===== src/rtl/eq_delay_sweep_ctrl.sv =====
// Sweeps each of the six edge-delay settings through 0..MAX_DELAY and counts
// selected-channel errors over DWELL_FRAMES frames, then commits the lowest-error setting.
module eq_delay_sweep_ctrl #(
    parameter int MAX_DELAY    = 9,
    parameter int SETTLE_CYC   = 16,
    parameter int DWELL_FRAMES = 4,
    parameter int ERR_W        = 16
) (
    input  logic       clk_x10,
    input  logic       g_rst,
    input  logic       start,
    input  logic       frame_tick,
    input  logic [2:0] err,
    output logic [3:0] rising_delay_r,
    output logic [3:0] falling_delay_r,
    output logic [3:0] rising_delay_g,
    output logic [3:0] falling_delay_g,
    output logic [3:0] rising_delay_b,
    output logic [3:0] falling_delay_b,
    output logic       busy,
    output logic       done,
    output logic [2:0] phase
);
    localparam int SC_W = $clog2(SETTLE_CYC + 1);
    localparam int FC_W = $clog2(DWELL_FRAMES + 1);

    localparam logic [2:0] S_IDLE    = 3'd0;
    localparam logic [2:0] S_SETTLE  = 3'd1;
    localparam logic [2:0] S_MEASURE = 3'd2;
    localparam logic [2:0] S_COMPARE = 3'd3;
    localparam logic [2:0] S_DONE    = 3'd4;

    logic [2:0]      state_q, state_d;
    logic [2:0]      phase_q, phase_d;
    logic [3:0]      trial_q, trial_d;
    logic [ERR_W-1:0] best_err_q, best_err_d;
    logic [3:0]      best_set_q, best_set_d;
    logic [ERR_W-1:0] err_acc_q, err_acc_d;
    logic [SC_W-1:0] settle_cnt_q, settle_cnt_d;
    logic [FC_W-1:0] frame_cnt_q, frame_cnt_d;
    logic [3:0]      dly_q [6];
    logic [3:0]      dly_d [6];

    logic [1:0]      ch_sel;
    logic            err_hit;
    logic            lower;
    logic            wr_cur;
    logic            wr_next;
    logic [3:0]      wr_val;

    // phase/2 picks R,G,B; err is packed R at bit 2 down to B at bit 0
    assign ch_sel  = 2'd2 - phase_q[2:1];
    assign err_hit = err[ch_sel];
    assign lower   = err_acc_q < best_err_q;

    always_comb begin
        state_d      = state_q;
        phase_d      = phase_q;
        trial_d      = trial_q;
        best_err_d   = best_err_q;
        best_set_d   = best_set_q;
        err_acc_d    = err_acc_q;
        settle_cnt_d = settle_cnt_q;
        frame_cnt_d  = frame_cnt_q;
        dly_d        = dly_q;
        wr_cur       = 1'b0;
        wr_next      = 1'b0;
        wr_val       = 4'd0;

        case (state_q)
            S_IDLE: begin
                if (start) begin
                    state_d      = S_SETTLE;
                    phase_d      = 3'd0;
                    trial_d      = 4'd0;
                    best_err_d   = '1;
                    best_set_d   = 4'd0;
                    settle_cnt_d = '0;
                    dly_d[0]     = 4'd0;
                end
            end
            S_SETTLE: begin
                if (settle_cnt_q == SC_W'(SETTLE_CYC - 1)) begin
                    state_d     = S_MEASURE;
                    err_acc_d   = '0;
                    frame_cnt_d = '0;
                end else begin
                    settle_cnt_d = settle_cnt_q + 1'b1;
                end
            end
            S_MEASURE: begin
                if (err_hit && (err_acc_q != {ERR_W{1'b1}})) begin
                    err_acc_d = err_acc_q + 1'b1;
                end
                if (frame_tick) begin
                    if (frame_cnt_q == FC_W'(DWELL_FRAMES - 1)) begin
                        state_d = S_COMPARE;
                    end else begin
                        frame_cnt_d = frame_cnt_q + 1'b1;
                    end
                end
            end
            S_COMPARE: begin
                settle_cnt_d = '0;
                wr_cur       = 1'b1;
                if (lower) begin
                    best_err_d = err_acc_q;
                    best_set_d = trial_q;
                end
                if (trial_q < 4'(MAX_DELAY)) begin
                    trial_d = trial_q + 4'd1;
                    wr_val  = trial_q + 4'd1;
                    state_d = S_SETTLE;
                end else begin
                    wr_val = lower ? trial_q : best_set_q;
                    if (phase_q < 3'd5) begin
                        wr_next    = 1'b1;
                        phase_d    = phase_q + 3'd1;
                        trial_d    = 4'd0;
                        best_err_d = '1;
                        best_set_d = 4'd0;
                        state_d    = S_SETTLE;
                    end else begin
                        state_d = S_DONE;
                    end
                end
            end
            S_DONE: begin
                state_d = S_IDLE;
                phase_d = 3'd0;
            end
            default: state_d = S_IDLE;
        endcase

        for (int i = 0; i < 6; i++) begin
            if (wr_cur && (phase_q == 3'(i))) begin
                dly_d[i] = wr_val;
            end
            if (wr_next && ((phase_q + 3'd1) == 3'(i))) begin
                dly_d[i] = 4'd0;
            end
        end
    end

    always_ff @(posedge clk_x10) begin
        if (g_rst) begin
            state_q      <= S_IDLE;
            phase_q      <= 3'd0;
            trial_q      <= 4'd0;
            best_err_q   <= '0;
            best_set_q   <= 4'd0;
            err_acc_q    <= '0;
            settle_cnt_q <= '0;
            frame_cnt_q  <= '0;
            for (int i = 0; i < 6; i++) begin
                dly_q[i] <= 4'd0;
            end
        end else begin
            state_q      <= state_d;
            phase_q      <= phase_d;
            trial_q      <= trial_d;
            best_err_q   <= best_err_d;
            best_set_q   <= best_set_d;
            err_acc_q    <= err_acc_d;
            settle_cnt_q <= settle_cnt_d;
            frame_cnt_q  <= frame_cnt_d;
            dly_q        <= dly_d;
        end
    end

    assign rising_delay_r  = dly_q[0];
    assign falling_delay_r = dly_q[1];
    assign rising_delay_g  = dly_q[2];
    assign falling_delay_g = dly_q[3];
    assign rising_delay_b  = dly_q[4];
    assign falling_delay_b = dly_q[5];
    assign busy  = (state_q == S_SETTLE) || (state_q == S_MEASURE) || (state_q == S_COMPARE);
    assign done  = (state_q == S_DONE);
    assign phase = phase_q;

endmodule


===== config.mk =====
export PLATFORM = sky130hd
export DESIGN_NAME = eq_delay_sweep_ctrl
export DESIGN_NICKNAME = d
export VERILOG_FILES = /design/src/rtl/eq_delay_sweep_ctrl.sv
export SDC_FILE = /design/constraint.sdc
export NUM_CORES = 1
export LEC_CHECK = 0
export ABC_AREA = 1
export BUFFER_PORTS_ARGS = -buffer_cell sky130_fd_sc_hd__buf_2
export CORE_AREA = 2 2 90 84
export DETAILED_ROUTE_END_ITERATION = 10
export DIE_AREA = 0 0 92 86
export PLACE_DENSITY = 0.84
export SYNTH_ARGS = -nofsm -noshare
export SYNTH_HDL_FRONTEND = slang
export SYNTH_SLANG_ARGS = --single-unit

===== constraint.sdc =====
create_clock -name clk_x10 -period 5.3 [get_ports clk_x10]
set_clock_uncertainty 0.2 [all_clocks]
set_input_delay 0.53 -clock clk_x10 [delete_from_list [all_inputs] [get_ports clk_x10]]
set_output_delay 0.53 -clock clk_x10 [all_outputs]
set_load 0.02 [all_outputs]

==> run_results.csv <==
group,metric,value,unit
outcome,status,"completed",
min_path,hold_end,"rising_delay_r[0]",
power_and_ir_drop,power_density,390,nW/um^2
finish,layout_common_cells,"115 x inv_1, 115 x nand2_1, 78 x dfxtp_1, 64 x a21oi_1, 38 x nor2_1",
synthesis,yosysTopAreaCell,"dfxtp_1",
power_and_ir_drop,p_int,0.00113,W
placed_design,portBuffers,35,
finish,syn_to_final_growth,9.79,%
power_and_ir_drop,cellLeakagePower,2.29,nW
global_route,antenna_found_initial,0,
clocking,clk_latency,0.36,ns
finish,diodes,0,
synthesis,syn_area,4410,sq um
clocking,ctsHtreeMaxLevel,3,
detailed_routing,routed_via_density,5.44,
clocking,cts_inserted_buffers,9,
sta,worst_pin_slew,0.919,ns
power_and_ir_drop,swShare,0.399,
clocking,cts_tree,"built",
clocking,cts_buffer_depth,2,
min_path,min_path_cells,2,
floorplanning,core_area,6890,sq um
setup_path,rr_startpoint,"phase[1]",
setup_path,crit_required,5.41,ns
setup_path,reg2reg_setup_slack,2.59,ns
power_and_ir_drop,vdd_drop_max,0.298,mV
synthesis,yosysTopAreaCellShare,0.354,
synthesis,synth-edff-count,0,
sta,finalSetupViolCount,0,
detailed_routing,drc,0,
detailed_routing,wl_per_cell,13.5,um
detailed_routing,ant_nets,0,
clocking,ctsHoldBuffers,0,
clocking,clk_pin_slew,0.08,ns
detailed_routing,route.met2.wl,4630,um
power_and_ir_drop,p_sw,0.000752,W
clocking,cts.sinks,78,
detailed_routing,dr.pass1.iters,5,
global_route,first_global_vias,3829,
synthesis,seq_area_frac_synth,0.354,
detailed_routing,drtIter0Drc,213,
sta,fin_setup_tns,0,ns
synthesis,syn-instance-count,618,
synthesis,synth-seq-cells,78,
detailed_routing,wl,10100,um
global_route,grt_pass1_wl,17100,um
sta,finalHoldViolCount,0,
setup_path,cp_data_arrival_time,2.82,ns
sta,fmax,370,MHz
setup_path,critPathLaunchType,"flop",
sta,maxSlewHeadroom,0.387,
sta,rsz0062_at_grt,"no",
clocking,cts_resized,0,
setup_path,r2r-end,"best_err_q[0]",
placed_design,place_congestion,0.977,
setup_path,cp_max_fo,16,
power_and_ir_drop,power.share.clock,0.249,
global_route,grt_start_max_net_pins,28,
detailed_routing,wl_met1,4490,um
sta,period_share,0.510,
finish,drive_gt1_frac,0.145,
detailed_routing,vias,4079,
global_route,overflow,0,
floorplanning,die_h,86,um
detailed_routing,wl_met3,836,um
power_and_ir_drop,combPwrFrac,0.361,
finish,nNetsFinal,691,
detailed_routing,top_layer_used,"met4",
synthesis,yosys_warnings,0,
sta,slew_viol_final,0,
power_and_ir_drop,total_power,0.00189,W
setup_path,endpoint_kind,"flop",
synthesis,synth.area.top_cells,"dfxtp_1 35%, inv_1 9.8%, nand2_1 9.8%",
job,cap_viol_max_count,0,
floorplanning,ioPinCount,36,
clocking,cts_root_buffer,"clkbuf_8",
floorplanning,die_area,7910,sq um
sta,period_needed,2.71,ns
global_route,track_usage,0.268,
synthesis,synth_flop_cell,"dfxtp_1",
setup_path,worstSetupPathType,"reg -> reg",
synthesis,async_flop_share,0,
setup_path,worstRegToRegCells,8,
placed_design,post-dp-hpwl,7440,um
min_path,holdCritStartpoint,"rising_delay_r[0]",
min_path,hp-class,"reg -> reg",
clocking,cts_setup_buffers,0,
power_and_ir_drop,pwr-share-seq,0.389,
floorplanning,die_w,92,um
synthesis,synth_cell_type_count,40,
synthesis,syn-mean-instance-area,7.13,sq um
floorplanning,fp-row-count,29,
synthesis,syn_nets,657,
floorplanning,start_util,0.640,
## how the worst max path moves through the flow
stage	from	end	slack [ns]
global placement	phase[1]	best_err_q[1]	2.78
CTS	phase[1]	best_err_q[0]	2.65
floorplan	phase[1]	err_acc_q[14]	3.01
global route	phase[1]	best_err_q[15]	2.45
detailed placement	phase[1]	best_err_q[0]	2.68
finish	phase[1]	best_err_q[0]	2.59
## power by group through the flow
stage	sequential, W	clock, W	combinational, W
global placement	0.000742	0	0.000641
floorplan	0.000748	0	0.000530
finish	0.000734	0.000471	0.000681
detailed placement	0.000747	0	0.000671
CTS	0.000733	0.000475	0.000677
global route	0.000745	0.000498	0.000768
## through the flow
| step | std cells | hold WS (ns) | utilization | cell area, sq um | setup WS (ns) |
|---|---|---|---|---|---|
| floorplan | 618 | 0.236 | - | 4410 | 3.01 |
| global placement | 734 | 0.251 | 0.672 | 4630 | 2.78 |
| CTS | 750 | 0.268 | 0.702 | 4840 | 2.65 |
| finish | 750 | 0.264 | 0.702 | 4840 | 2.59 |
| detailed placement | 734 | 0.256 | 0.672 | 4630 | 2.68 |
| global route | 750 | 0.293 | 0.702 | 4840 | 2.45 |
## state kept, by name, indices dropped and copies added, names as in the netlist, 4 cells and up
register         count
best_err_q          16
err_acc_q           16
settle_cnt_q         5
best_set_q           4
falling_delay_b      4
falling_delay_g      4
falling_delay_r      4
rising_delay_b       4
rising_delay_g       4
rising_delay_r       4
trial_q              4
## cell type report
type | instances | area, sq um
clock buffers | 11 | 151
clock inverters | 5 | 57.6
fillers | 566 | 2050
inverters | 129 | 484
multi-input cells | 399 | 2290
flip-flops and latches | 78 | 1560
well taps | 93 | 116
repair buffers | 35 | 175
## cell usage after synthesis (8+ instances only)
cell type / n
inv_1: 115
nand2_1: 115
dfxtp_1: 78
a21oi_1: 64
nor2_1: 38
nand3_1: 34
ha_1: 32
o21ai_0: 32
inv_2: 14
nor3_1: 11
o211ai_2: 10
o21ai_1: 9
xor2_1: 8
## critical path, cell delays in order (launching register included)
cell,delay (ns)
dfxtp_1,0.52
inv_2,0.14
ha_1,0.23
a21oi_1,0.45
a21oi_2,0.20
or2_1,0.53
o211ai_1,0.21
nand2_1,0.08
inv_1,0.08
## layer usage
layer | track usage | vias to the layer above
met1 | 0.339 | 1848
met3 | 0.0879 | 21
met4 | 0.104 | 0
li1 | - | 2060
met5 | 0 | -
met2 | 0.429 | 150
## cells by family after synthesis
| group | Yosys count | synth area share |
|---|---|---|
| xor+xnor | 9 | 0.0179 |
| fa+ha+maj | 32 | 0.0908 |
| simple gates | 224 | 0.227 |
| flops | 78 | 0.354 |
| compound gates | 134 | 0.185 |
| buf+inv | 141 | 0.125 |
Power figures use the tool's default switching activity.
